File: src/rtl/hfrv_trace_buffer_if.sv
// hfrv_trace_buffer_if: oldest-first readout stream of captured {pc, instr} entries
interface hfrv_trace_buffer_if #(parameter int DATA_W = 32);
  logic              rd_valid;
  logic              rd_ready;
  logic [DATA_W-1:0] rd_pc;
  logic [DATA_W-1:0] rd_instr;
  logic              rd_last;
  modport master (output rd_valid, rd_pc, rd_instr, rd_last, input rd_ready);
  modport slave  (input rd_valid, rd_pc, rd_instr, rd_last, output rd_ready);
endinterface

File: src/rtl/hfrv_trace_buffer.sv
// hfrv_trace_buffer: circular retired-instruction history with trigger, post-trigger window and stream drain
module hfrv_trace_buffer #(
  parameter int DATA_W    = 32,
  parameter int DEPTH     = 64,
  parameter int POST_TRIG = 16
) (
  input  logic                       clk,
  input  logic                       reset_n,
  input  logic                       cap_valid,
  input  logic [DATA_W-1:0]          cap_pc,
  input  logic [DATA_W-1:0]          cap_instr,
  input  logic                       arm,
  input  logic                       abort,
  input  logic                       trig_in,
  input  logic                       trig_pc_en,
  input  logic [DATA_W-1:0]          trig_pc,
  input  logic                       rd_start,
  hfrv_trace_buffer_if.master        rd,
  output logic [2:0]                 state,
  output logic [$clog2(DEPTH):0]     count,
  output logic                       wrapped,
  output logic [$clog2(DEPTH)-1:0]   trig_idx
);
  localparam int AW = $clog2(DEPTH);
  localparam int CW = AW + 1;
  typedef enum logic [2:0] {IDLE, ARMED, POST, DONE, READ} st_t;
  st_t                  st;
  logic [AW-1:0]        wptr, raddr, post_cnt;
  logic [CW-1:0]        rem, cnt_nx, tix;
  logic                 pend, rv, rl, we, trig, ld;
  logic [2*DATA_W-1:0]  mem [DEPTH];
  logic [2*DATA_W-1:0]  q;
  assign we     = cap_valid && (st == ARMED || st == POST) && !abort;
  assign trig   = st == ARMED && (trig_in || (cap_valid && trig_pc_en && cap_pc == trig_pc));
  assign ld     = st == READ && rem != '0 && (!rv || rd.rd_ready) && !abort;
  assign cnt_nx = count == CW'(DEPTH) ? count : count + 1'b1;
  assign tix    = cnt_nx - CW'(POST_TRIG + 1);
  assign state  = st;
  // q is the read-enabled memory output register; it doubles as the stall-holding output stage
  assign rd.rd_valid = rv;
  assign rd.rd_last  = rl;
  assign rd.rd_pc    = rv ? q[2*DATA_W-1:DATA_W] : '0;
  assign rd.rd_instr = rv ? q[DATA_W-1:0] : '0;
  always_ff @(posedge clk) begin
    if (we) mem[wptr] <= {cap_pc, cap_instr};
    if (ld) q <= mem[raddr];
  end
  always_ff @(posedge clk or negedge reset_n) begin
    if (!reset_n) begin
      st       <= IDLE;
      wptr     <= '0;
      count    <= '0;
      wrapped  <= 1'b0;
      trig_idx <= '0;
      post_cnt <= '0;
      pend     <= 1'b0;
      raddr    <= '0;
      rem      <= '0;
      rv       <= 1'b0;
      rl       <= 1'b0;
    end else if (abort) begin
      st    <= IDLE;
      count <= '0;
      pend  <= 1'b0;
      rv    <= 1'b0;
      rl    <= 1'b0;
    end else begin
      if (we) begin
        wptr    <= wptr + 1'b1;
        count   <= cnt_nx;
        wrapped <= wrapped || count == CW'(DEPTH);
      end
      case (st)
        IDLE, DONE:
          if (arm) begin
            st       <= ARMED;
            wptr     <= '0;
            count    <= '0;
            wrapped  <= 1'b0;
            trig_idx <= '0;
            pend     <= 1'b0;
          end else if (st == DONE && rd_start && count != '0) begin
            st    <= READ;
            raddr <= wptr - count[AW-1:0];
            rem   <= count;
          end
        ARMED:
          if (trig) begin
            post_cnt <= AW'(POST_TRIG);
            pend     <= !cap_valid;
            if (cap_valid && POST_TRIG == 0) begin
              st       <= DONE;
              trig_idx <= tix[AW-1:0];
            end else st <= POST;
          end
        POST:
          // a pending trigger makes the next capture the trigger entry, which does not consume the window
          if (cap_valid) begin
            if (pend) pend <= 1'b0;
            else post_cnt <= post_cnt - 1'b1;
            if (pend ? POST_TRIG == 0 : post_cnt == AW'(1)) begin
              st       <= DONE;
              trig_idx <= tix[AW-1:0];
            end
          end
        READ:
          if (ld) begin
            raddr <= raddr + 1'b1;
            rem   <= rem - 1'b1;
            rv    <= 1'b1;
            rl    <= rem == CW'(1);
          end else if (rv && rd.rd_ready) begin
            rv <= 1'b0;
            rl <= 1'b0;
            if (rl) st <= IDLE;
          end
        default: st <= IDLE;
      endcase
    end
  end
endmodule

File: src/flat_wrapper.sv
// flat-port wrapper written by rule: the top's interface ports become plain ports
module hfrv_trace_buffer_flat 
#(
  parameter int DATA_W    = 32,
  parameter int DEPTH     = 64,
  parameter int POST_TRIG = 16
)
  (clk, reset_n, cap_valid, cap_pc, cap_instr, arm, abort, trig_in, trig_pc_en, trig_pc, rd_start, state, count, wrapped, trig_idx, rd_rd_valid, rd_rd_pc, rd_rd_instr, rd_rd_last, rd_rd_ready);
  hfrv_trace_buffer_if #(.DATA_W(DATA_W)) rd_i ();
  input  logic clk;
  input  logic reset_n;
  input  logic cap_valid;
  input  logic [DATA_W-1:0] cap_pc;
  input  logic [DATA_W-1:0] cap_instr;
  input  logic arm;
  input  logic abort;
  input  logic trig_in;
  input  logic trig_pc_en;
  input  logic [DATA_W-1:0] trig_pc;
  input  logic rd_start;
  output logic [2:0] state;
  output logic [$clog2(DEPTH):0] count;
  output logic wrapped;
  output logic [$clog2(DEPTH)-1:0] trig_idx;
  output wire logic [$bits(rd_i.rd_valid)-1:0] rd_rd_valid;
  output wire logic [$bits(rd_i.rd_pc)-1:0] rd_rd_pc;
  output wire logic [$bits(rd_i.rd_instr)-1:0] rd_rd_instr;
  output wire logic [$bits(rd_i.rd_last)-1:0] rd_rd_last;
  input wire logic [$bits(rd_i.rd_ready)-1:0] rd_rd_ready;
  assign rd_rd_valid = rd_i.rd_valid;
  assign rd_rd_pc = rd_i.rd_pc;
  assign rd_rd_instr = rd_i.rd_instr;
  assign rd_rd_last = rd_i.rd_last;
  assign rd_i.rd_ready = rd_rd_ready;
  hfrv_trace_buffer #(.DATA_W(DATA_W), .DEPTH(DEPTH), .POST_TRIG(POST_TRIG)) u_core (.clk(clk), .reset_n(reset_n), .cap_valid(cap_valid), .cap_pc(cap_pc), .cap_instr(cap_instr), .arm(arm), .abort(abort), .trig_in(trig_in), .trig_pc_en(trig_pc_en), .trig_pc(trig_pc), .rd_start(rd_start), .rd(rd_i), .state(state), .count(count), .wrapped(wrapped), .trig_idx(trig_idx));
endmodule
File: config.mk
export PLATFORM = sky130hd
export DESIGN_NAME = hfrv_trace_buffer_flat
export DESIGN_NICKNAME = d
export VERILOG_FILES = /design/src/rtl/hfrv_trace_buffer_if.sv /design/src/rtl/hfrv_trace_buffer.sv /design/src/flat_wrapper.sv
export SDC_FILE = /design/constraint.sdc
export NUM_CORES = 2
export LEC_CHECK = 0
export BUFFER_PORTS_ARGS = -buffer_cell sky130_fd_sc_hd__buf_2
export CORE_MARGIN = 1.5
export CORE_UTILIZATION = 55
export DETAILED_ROUTE_END_ITERATION = 8
export PLACE_DENSITY = 0.78
export SKIP_CTS_REPAIR_TIMING = 1
export SLEW_MARGIN = 0
export SYNTH_ARGS = -nofsm -noshare
export SYNTH_HDL_FRONTEND = slang
export SYNTH_SLANG_ARGS = --single-unit
File: constraint.sdc
create_clock -name clk -period 5.3 [get_ports clk]
set_input_delay 0.53 -clock clk [delete_from_list [all_inputs] [get_ports clk]]
set_output_delay 0.53 -clock clk [all_outputs]
set_load 0.005 [all_outputs]
==> metrics.md <==
| Metric | Value |
|---|---|
| Pin count of the biggest net entering global routing | `116` |
| R2R Setup Slk | `1.21 ns` |
| Worst VDD drop | `324.4 uV` |
| Area contributors post-synth | `edfxtp_1 78%, mux4_2 17%, dfrtp_1 0.70%` |
| Post-synthesis mux area share | `17.64%` |
| Slew of the pin with the lowest slew margin | `1.512 ns` |
| Top FF cell, synth | `edfxtp_1` |
| Gate power share | `3.7%` |
| Detailed Place HPWL | `225,600 um` |
| Synthesized area per cell | `24.26 um^2` |
| # IOs | `188` |
| Compound-Gate Fraction of Synth Area | `1.228%` |
| GRT overflow | `0` |
| Outcome | `finished, violations left` |
| Final worst slack | `1.210 ns` |
| Failing checks | `capacitance limit, slew limit` |
| Yosys cell types | `52` |
| Final Max Tran Viols | `2` |
| Combinational family with the most area after synthesis | `multiplexers` |
| Min-delay src | `trig_in` |
| Post-synth top cells | `4,160 x edfxtp_1, 1,239 x mux4_2, 187 x clkbuf_1, 111 x a22oi_1, 108 x buf_2` |
| Post-synthesis xor/xnor area fraction | `0.2997%` |
| Gr usage total | `32.61%` |
| Die Span Y | `543.6 um` |
| Area of the multi-input gates | `33,480 um^2` |
| Die area | `295,500 um^2` |
| DR pass1 iterations | `8` |
| Sw power | `14,600 uW` |
| Final-stage net count | `7,278` |
| Clock-pin slew on the worst setup and hold paths | `0.07 ns` |
| Clock Latency Late Sink | `0.95 ns` |
| CTS Buf Count | `406` |
| Reg power frac | `53.6%` |
| Share of cells above drive strength 1 | `32.00%` |
| Post-Synthesis Cell Area | `160,700 um^2` |
| FILL cells | `17,750` |
| Htree depth | `5` |
| Switching share of power | `21.22%` |
| Number of flops mapped to enable cells by yosys | `4,160` |
| Row count | `198` |
| DRT antenna net count | `0` |
| Hold Path Depth | `4` |
| Seq. cell area | `126,100 um^2` |
| Max Cap Violations | `1` |
| Clock tree buffer depth | `4` |
| Vias per inst | `7.268` |
| Via count of the first global-routing pass | `83,470` |
| Drt first-iter violations | `14,430` |
| TNS Setup | `0 ns` |
| Data arrival, critical path | `4.73 ns` |
| Setup violators final | `0` |
| Fin crit period | `4.090 ns` |
| R2r startpoint | `u_core.raddr[0]$_DFFE_PN0P_` |
| Setup WS pre-CTS | `1.213 ns` |
| CP Class | `reg -> reg` |
| Worst Path Required | `5.94 ns` |
| CP Capture Type | `flip-flop` |
| Sequential area share after synthesis | `78.42%` |
| Fmax | `244.5 MHz` |
| Internal Pwr Total | `54,230 uW` |
| Synth Area in Simple Gates | `1.205%` |
| Drt wl/cell | `42.13 um` |
| Relative slew slack | `-1.744%` |
| FF-to-FF End | `u_core.q[58]$_DFFE_PP_` |
| Fin. Hold Viols | `0` |
| Startpoint Class | `flip-flop` |
| Max FO, Critical Path | `24` |
| Hold Crit Endpoint | `u_core.pend$_DFFE_PN0P_` |
| Gate Count Post-Synth | `6,626` |
| Die Width | `543.6 um` |
| CTS sink count | `4,205` |
| Via count | `82,920` |
| Area Overhead vs Synth | `13.41%` |
| First-pass GRT wire length | `662,200 um` |
| Synthesized flop and latch total | `4,205` |
| Net Count, Synth | `6,747` |
| FFs w/ async S/R, synth | `1.070%` |
| Initial antenna violation count | `48` |
| Port buffer count | `187` |
| Leak | `0.05499 uW` |
| Final cycle utilization of the critical path | `77.17%` |
| Cell with the most instances after synthesis | `edfxtp_1` |
| FF-to-FF path depth | `10` |
| Syn. warnings | `0` |
| CTS tree | `built` |
| Worst Hold Class | `in -> reg` |
| Final Skew | `0.07944 ns` |
| RSZ-0062 raised after global routing | `no` |
| Root Driver | `clkbuf_16` |
| Share of the synthesized area in the top cell type | `77.72%` |
| Residual DRC count | `0` |
| PwrDens | `377.6 nW/um^2` |
| Clock power frac | `42.8%` |
| Starting Density | `55.26%` |
| WL final | `480,600 um` |
| Leading area contributor after synthesis | `edfxtp_1` |
| Routability Congestion | `0.8103` |
| Synth Area in Adders | `0.1292%` |
| Core Area | `290,800 um^2` |
## logic make-up after synthesis
kind of cell	count (synthesis)
adders and majority gates	16
AOI/OAI and AO/OA	296
and+or+nand+nor	392
xor gates and xnor gates	55
muxes	1283
DFF	4205
buffers and inverters	379
## metal layers
metal  GRT usage, %  part of all wire (%)  vias to the layer above
met5              0                 0.045                        -
met4          19.42                   7.2                       32
met3          7.780                    13                     1720
met2          52.46                    48                     8277
met1          40.65                    31                    43240
li1               -                     -                    29650
## area by class of cell
| cell class | instances | area share, % |
|---|---|---|
| tap | 3900 | 2.677 |
| multi-input combinational | 2042 | 18.37 |
| antenna | 19 | 0.02609 |
| clock buffer | 488 | 5.863 |
| timing repair buffer | 483 | 2.457 |
| clock inverter | 253 | 1.406 |
| inverter | 19 | 0.03913 |
| sequential | 4205 | 69.17 |
## cells in the final DEF, fill, tap and decap left out, types with 11 or more instances in the layout
master	n
edfxtp_1	4160
mux4_2	1239
clkbuf_16	413
buf_2	187
buf_4	187
a22oi_1	111
buf_12	104
nand2_1	93
clkinv_2	84
clkinv_1	83
clkbuf_1	68
and2_1	66
nor2_4	65
a21oi_1	64
bufinv_16	46
a211oi_1	43
mux2i_1	41
nor2b_1	41
nor2_1	40
xnor2_1	40
dfrtp_1	40
o21ai_0	29
o22ai_1	21
nand3_1	20
diode_2	19
inv_1	19
nand4_1	15
ha_1	15
clkinvlp_4	15
xor2_1	13
nor3_1	11
## through the flow
stage	area, um^2	total power (uW)	hold slack, ns	utilization [%]	instances
floorplan	160700	38740	0.2344	-	6626
global placement	168900	39830	0.4793	58.07	10640
detailed placement	168900	39960	0.4905	58.09	10650
CTS	182200	68870	-0.1927	62.64	11390
global route	182200	70140	0.003482	62.65	11390
finish	182300	68830	0.002784	62.67	11410
## registers in the layout, indices dropped and copies added, names as in the netlist
register            cells
u_core.count            7
u_core.trig_idx         6
u_core.wptr             6
u_core.raddr            6
u_core.q               64
u_core.mem           4096
u_core.post_cnt         6
u_core.state            3
u_core.wrapped          1
u_core.rd.rd_valid      1
u_core.rd.rd_last       1
u_core.pend             1
u_core.rem              7
## worst max-delay path by stage
stage / cells after the start / end / from
after global routing: 10 / u_core.q[58]$_DFFE_PP_ / u_core.raddr[0]$_DFFE_PN0P_
after CTS: 10 / u_core.q[58]$_DFFE_PP_ / u_core.raddr[0]$_DFFE_PN0P_
after floorplan: 6 / u_core.mem[42][0]$_DFFE_PP_ / abort
after detailed placement: 7 / u_core.post_cnt[1]$_DFFE_PN0P_ / cap_pc[11]
final: 10 / u_core.q[58]$_DFFE_PP_ / u_core.raddr[0]$_DFFE_PN0P_
after global placement: 7 / u_core.post_cnt[4]$_DFFE_PN0P_ / cap_pc[0]
## critical path, stage by stage, from the launching register on
cell and delay (ns):
dfrtp_4 0.93, buf_12 0.32, buf_12 0.22, buf_12 0.23, buf_4 0.19, mux4_2 0.51
nor2b_1 0.15, a211oi_1 0.34, a21oi_1 0.09, a22oi_1 0.66, nand2_1 0.12
## power groups by stage
| stage | logic, uW | clock network, uW | registers (uW) |
|---|---|---|---|
| 2_1_floorplan | 1230 | 0 | 37500 |
| 3_3_place_gp | 2280 | 0 | 37500 |
| 3_5_place_dp | 2390 | 0 | 37600 |
| 4_1_cts | 2480 | 29500 | 36900 |
| 5_1_grt | 2610 | 30700 | 36900 |
| 6_report | 2520 | 29400 | 36900 |
No activity file was read; power rests on OpenSTA's default activity.
